File: config.mk
export PLATFORM = sky130hd
export DESIGN_NAME = fetch_pipe
export DESIGN_NICKNAME = d
export VERILOG_FILES = /design/src/rtl/riscv_core_pkg.sv /design/src/rtl/pipe_stage_reg.sv /design/src/rtl/fetch_pipe.sv
export SDC_FILE = /design/constraint.sdc
export NUM_CORES = 1
export LEC_CHECK = 0
export BUFFER_PORTS_ARGS = -buffer_cell sky130_fd_sc_hd__buf_2
export CAP_MARGIN = 20
export CELL_PAD_IN_SITES_DETAIL_PLACEMENT = 0
export CELL_PAD_IN_SITES_GLOBAL_PLACEMENT = 2
export CORE_MARGIN = 10
export CORE_UTILIZATION = 26
export CTS_CLUSTER_SIZE = 8
export DETAILED_ROUTE_END_ITERATION = 8
export GPL_TIMING_DRIVEN = 0
export PLACE_DENSITY = 0.87
export REMOVE_ABC_BUFFERS = 1
export SYNTH_ARGS = -nofsm -noshare
export SYNTH_HDL_FRONTEND = slang
export SYNTH_SLANG_ARGS = --single-unit
File: constraint.sdc
create_clock -name clk -period 2.7 [get_ports clk]
set_input_delay 0.54 -clock clk [delete_from_list [all_inputs] [get_ports clk]]
set_output_delay 0.54 -clock clk [all_outputs]
set_load 0.02 [all_outputs]
File: src/rtl/riscv_core_pkg.sv
// Shared core constants: reset PC, bubble encoding, next-PC select codes,
// fetch FSM states and the next-PC selection helper.
package riscv_core_pkg;

    localparam logic [31:0] RESET_PC_DEF = 32'h1000_0000;
    localparam logic [31:0] NOP_INST     = 32'h0000_0013;

    localparam logic [1:0] PCSEL_JAL = 2'd0;
    localparam logic [1:0] PCSEL_ALU = 2'd1;
    localparam logic [1:0] PCSEL_PC4 = 2'd2;

    typedef enum logic {
        BOOT = 1'b0,
        RUN  = 1'b1
    } fetch_state_t;

    // Codes 2 and 3 both mean sequential fetch; the add wraps modulo 2^32.
    function automatic logic [31:0] select_pc(input logic [1:0]  sel,
                                              input logic [31:0] jal,
                                              input logic [31:0] alu,
                                              input logic [31:0] pc);
        logic [31:0] res;
        case (sel)
            PCSEL_JAL: res = jal;
            PCSEL_ALU: res = alu;
            default:   res = pc + 32'd4;
        endcase
        return res;
    endfunction

endpackage

File: src/rtl/pipe_stage_reg.sv
// One pipeline stage register holding pc, instruction and valid bit,
// with load, hold and kill (load the PC but insert a bubble).
module pipe_stage_reg
    import riscv_core_pkg::*;
#(
    parameter logic [31:0] NOP = NOP_INST
) (
    input  logic        clk,
    input  logic        rst,
    input  logic        load,
    input  logic        kill,
    input  logic [31:0] src_pc,
    input  logic [31:0] src_inst,
    input  logic        src_valid,
    output logic [31:0] pc,
    output logic [31:0] inst,
    output logic        valid
);

    always_ff @(posedge clk) begin
        if (rst) begin
            pc    <= 32'd0;
            inst  <= NOP;
            valid <= 1'b0;
        end else if (load) begin
            // A killed slot keeps its PC so the bubble stays traceable.
            pc    <= src_pc;
            inst  <= kill ? NOP : src_inst;
            valid <= kill ? 1'b0 : src_valid;
        end
    end

endmodule

File: src/rtl/fetch_pipe.sv
// Three-stage (FD / X / MW) fetch pipeline front end with a synchronous-read
// instruction BRAM, redirect handling, stall and retired-instruction counter.
module fetch_pipe
    import riscv_core_pkg::*;
#(
    parameter logic [31:0] RESET_PC = RESET_PC_DEF,
    parameter logic [31:0] NOP      = NOP_INST
) (
    input  logic        clk,
    input  logic        rst,
    input  logic        stall,
    input  logic [1:0]  pc_sel,
    input  logic [31:0] jal_target,
    input  logic [31:0] alu_target,
    output logic [31:0] imem_addr,
    input  logic [31:0] imem_dout,
    output logic [31:0] pc_fd,
    output logic [31:0] inst_fd,
    output logic [31:0] pc_x,
    output logic [31:0] inst_x,
    output logic [31:0] pc_mw,
    output logic [31:0] inst_mw,
    output logic [31:0] instret
);

    fetch_state_t state;
    logic         run;
    logic         fd_valid;
    logic         x_valid;
    logic         mw_valid;
    logic         advance;
    logic         kill_x;
    logic [31:0]  next_pc;

    assign run     = (state == RUN);
    assign next_pc = select_pc(pc_sel, jal_target, alu_target, pc_fd);
    // BOOT always steps forward; stall only freezes the pipe once running.
    assign advance = !run || !stall;
    assign kill_x  = run && (pc_sel == PCSEL_ALU);

    always_comb begin
        imem_addr = RESET_PC;
        inst_fd   = NOP;
        fd_valid  = 1'b0;
        if (!rst && run) begin
            imem_addr = stall ? pc_fd : next_pc;
            inst_fd   = imem_dout;
            fd_valid  = 1'b1;
        end
    end

    always_ff @(posedge clk) begin
        if (rst) begin
            state   <= BOOT;
            pc_fd   <= RESET_PC;
            instret <= 32'd0;
        end else begin
            case (state)
                BOOT: begin
                    state <= RUN;
                    pc_fd <= RESET_PC;
                end
                RUN: begin
                    if (!stall) begin
                        pc_fd <= next_pc;
                        if (mw_valid) begin
                            instret <= instret + 32'd1;
                        end
                    end
                end
                default: state <= BOOT;
            endcase
        end
    end

    pipe_stage_reg #(.NOP(NOP)) u_x (
        .clk       (clk),
        .rst       (rst),
        .load      (advance),
        .kill      (kill_x),
        .src_pc    (pc_fd),
        .src_inst  (inst_fd),
        .src_valid (fd_valid),
        .pc        (pc_x),
        .inst      (inst_x),
        .valid     (x_valid)
    );

    pipe_stage_reg #(.NOP(NOP)) u_mw (
        .clk       (clk),
        .rst       (rst),
        .load      (advance),
        .kill      (1'b0),
        .src_pc    (pc_x),
        .src_inst  (inst_x),
        .src_valid (x_valid),
        .pc        (pc_mw),
        .inst      (inst_mw),
        .valid     (mw_valid)
    );

endmodule

==> results by group <==
Run status
  • Run status: complete, but fails checks
  • Failing checks: setup timing

Min path
  • HP Class: input port to register
  • HP Start: imem_dout[24]
  • Hold path depth: 3
  • Hold Path Sink: u_x.inst[24]

GRT
  • First-pass GRT wire length: 54,600 um
  • Grt ovf: 0
  • GRT Overall Usage: 17.0%
  • Vias in the first global route: 8,768
  • Pin count of the biggest net entering global routing: 69
  • Initial antenna violation count: 1

Floorplan
  • Ports: around 360
  • Die W: approximately 200 um
  • Initial Util: between 20% and 30%
  • Rows: between 60 and 70
  • Total core area: 32,500 um2
  • Die H: ~200 um
  • Die area: about 41,000 um2

Setup path
  • Crit Path Max Fanout: 6
  • CP Capture Type: primary output
  • CP Class: register to primary output
  • CP max stage cell: or4_4
  • R2R setup slack: ~0.16 ns
  • Bufs and invs on worst path: 1
  • CP startpoint kind: register
  • WP data arrival: roughly 2.2 ns
  • Reg2reg end: pc_fd[21]
  • Reg2reg path depth: 15
  • Cell Chain, Critical Path: ha_4, nand3_4, nor3_4, nand4_1, or4_4, o211ai_1, buf_4
  • CP max stage delay: between 0.4 and 0.5 ns
  • Top delay family on crit path: simple AND/OR/NAND/NOR gates
  • Worst r2r src: pc_fd[14]
  • Required time worst endpoint: approximately 2.2 ns

Detailed routing
  • Via count: a little over 9,000
  • Vias per Instance: just under 5
  • DRT Wirelength: roughly 37,000 um
  • Final ANT Viol Nets: 0
  • DRT iter0 DRCs: between 400 and 500
  • Wire per inst: between 15 and 20 um
  • DRT Pass-1 Iters: 5
  • DRC: 0

Timing
  • Final hold vios: 0
  • Worst Tran Pin Value: 0.843 ns
  • Final setup margin: -0.0791 ns
  • Post-route clock period utilization: 103%
  • Max Clock Skew: between 0.01 and 0.015 ns
  • Max transition margin: a little over two fifths
  • RSZ-0062 raised after global routing: true
  • Setup TNS: -0.305 ns
  • Setup violators final: 8
  • Slew Viols, Final: 0
  • Fmax: about 0.36 GHz
  • Min Clock Period, post-route: about 2.8 ns

Synth
  • Syn_area_per_cell: approximately 7.9 um2
  • Register area share after synthesis: a little under half
  • Netlist area before placement: ~8600 um2
  • Synth Flop Type: dfxtp_1
  • EDFF count, synth: 0
  • FF+latch count, synth: 195
  • Largest area contributor in the netlist: dfxtp_1
  • Post-synth top cells: nand2_1 (232), dfxtp_1 (195), a21oi_1 (126)
  • Largest cells by area after synthesis: dfxtp_1 (45%), nand2_1 (10%), a21oi_1 (7.3%)
  • Fraction of registers with async set/reset: 0%
  • Yosys top cell area share: 45.5%
  • Post-Synthesis Cells: approximately 1,100
  • Warnings, synthesis: 0
  • Most frequent cell after synthesis: nand2_1
  • Post-synth cell types: 58

Final layout
  • Non-Filler Instances: about 1,900
  • ANT cells: 0
  • P&R area growth vs syn: 46.3%
  • Share of cells above drive strength 1: about two fifths
  • Final net count: approximately 1,500

Clocking
  • Worst-case clock buffer depth: 2
  • Clk Latency, worst-skew pair: 0.45 ns
  • Root Buffer: clkbuf_16
  • Post-cts hold buffer count: 0
  • CTS tree: yes
  • Htree depth: 4
  • Cts bufs inserted: 17
  • Clock transition at the registers of the reported paths: about 0.07 ns
  • CTS sink cnt: 195

Place
  • Input/output buffers: between 300 and 400
  • Detailed placement HPWL: approximately 26,000 um
  • RD Place Congestion: 0.810
  • Post-place setup slack: -1.56 ns
  • Cell total after placement: approximately 1,800

Power and ir drop
  • VDD IR-drop max: about 420 uV
  • LEAKAGE: approximately 5.4 nW
  • PwrDens: between 500 and 600 nW/um2

Job
  • Max Cap Violations: 0
-- worst reg2reg max path: cells and delay by family (launching register included) --
family	cells	cell delay, ns
buffers and inverters	10	0.98
AOI/OAI and AO/OA	1	0.21
and+or+nand+nor	4	0.89
DFF	1	0.35
-- kinds of logic (layout without fill, tap and decap cells) --
group	Yosys count	after routing	synth area share [%]
compound gates	237	237	16.9
xor+xnor	26	26	2.65
flops	195	195	45.5
mux	37	37	4.51
fa+ha+maj	2	2	0.292
buf+inv	95	469	4.30
simple gates	489	490	25.8
-- cells in the final DEF (no fill, tap or decap), drive strengths merged, types with 6 or more instances in the layout --
cell    instances
o22ai          11
mux2           13
nand3          24
a21oi         126
a211oi          9
a31oi           6
dfxtp         195
or3             9
clkbuf         21
mux2i          24
buf           426
and3            6
nor2          102
xnor2          23
nor3           25
nor4           16
and2           31
inv            14
and4            8
a22oi          30
nand4          16
o21ai          16
nand2         232
-- worst max path at each step --
| stage | end | cells after the start | startpoint |
|---|---|---|---|
| 2_1_floorplan | u_x.inst[10] | 5 | rst |
| 3_3_place_gp | u_x.inst[26] | 6 | rst |
| 3_5_place_dp | imem_addr[29] | 7 | pc_sel[1] |
| 4_1_cts | imem_addr[29] | 6 | pc_fd[2] |
| 5_1_grt | imem_addr[26] | 7 | pc_fd[2] |
| 6_report | imem_addr[26] | 7 | pc_fd[2] |
-- metal layers --
layer  global-route usage (%)  routed length (um)  share of wire (%)  vias to the layer above
li1                         -                   -                  -                     4502
met1                     21.0               16400                 45                     4404
met2                     27.9               17100                 47                      289
met3                     5.90                2760                7.5                       25
met4                     4.19                 348               0.95                        2
met5                        0                  13              0.036                        -
-- what timing repair did --
action,in CTS,in global routing
cloned,2,0
pin swaps,24,21
setup endpoints to repair,65,30
gates resized for setup,125,64
setup buffers,46,21
-- sequential cells by signal (all words and copies together), names as in the netlist --
register	count
u_x.valid	1
run	1
pc_fd	32
u_x.inst	32
u_mw.pc	32
u_x.pc	32
u_mw.inst	32
instret	32
u_mw.valid	1
-- report_power, final --
group	internal (mW)	switching, mW	leakage, nW
Combinational	0.275	0.486	3.49
Clock	1.45	1.20	0.292
Sequential	2.91	0.0442	1.59
Total	4.63	1.73	5.38
-- metrics by stage --
step	utilization, %	hold slack [ns]	power (mW)	cell area (um2)
CTS	37.4	0.314	6.44	12200
detailed placement	33.1	0.440	3.72	10800
finish	38.6	0.344	6.36	12600
global placement	32.5	0.435	3.69	10600
floorplan	-	0.421	3.34	8250
global route	38.6	0.339	6.62	12600
-- cell type report --
type,count,area (um2)
fill,3545,20000
multi-input combinational,792,4790
sequential,195,3980
timing repair buffer,427,2570
tap,442,553
clock buffer,21,470
clock inverter,10,124
inverter,11,61.3
No activity file was read; power rests on OpenSTA's default activity.
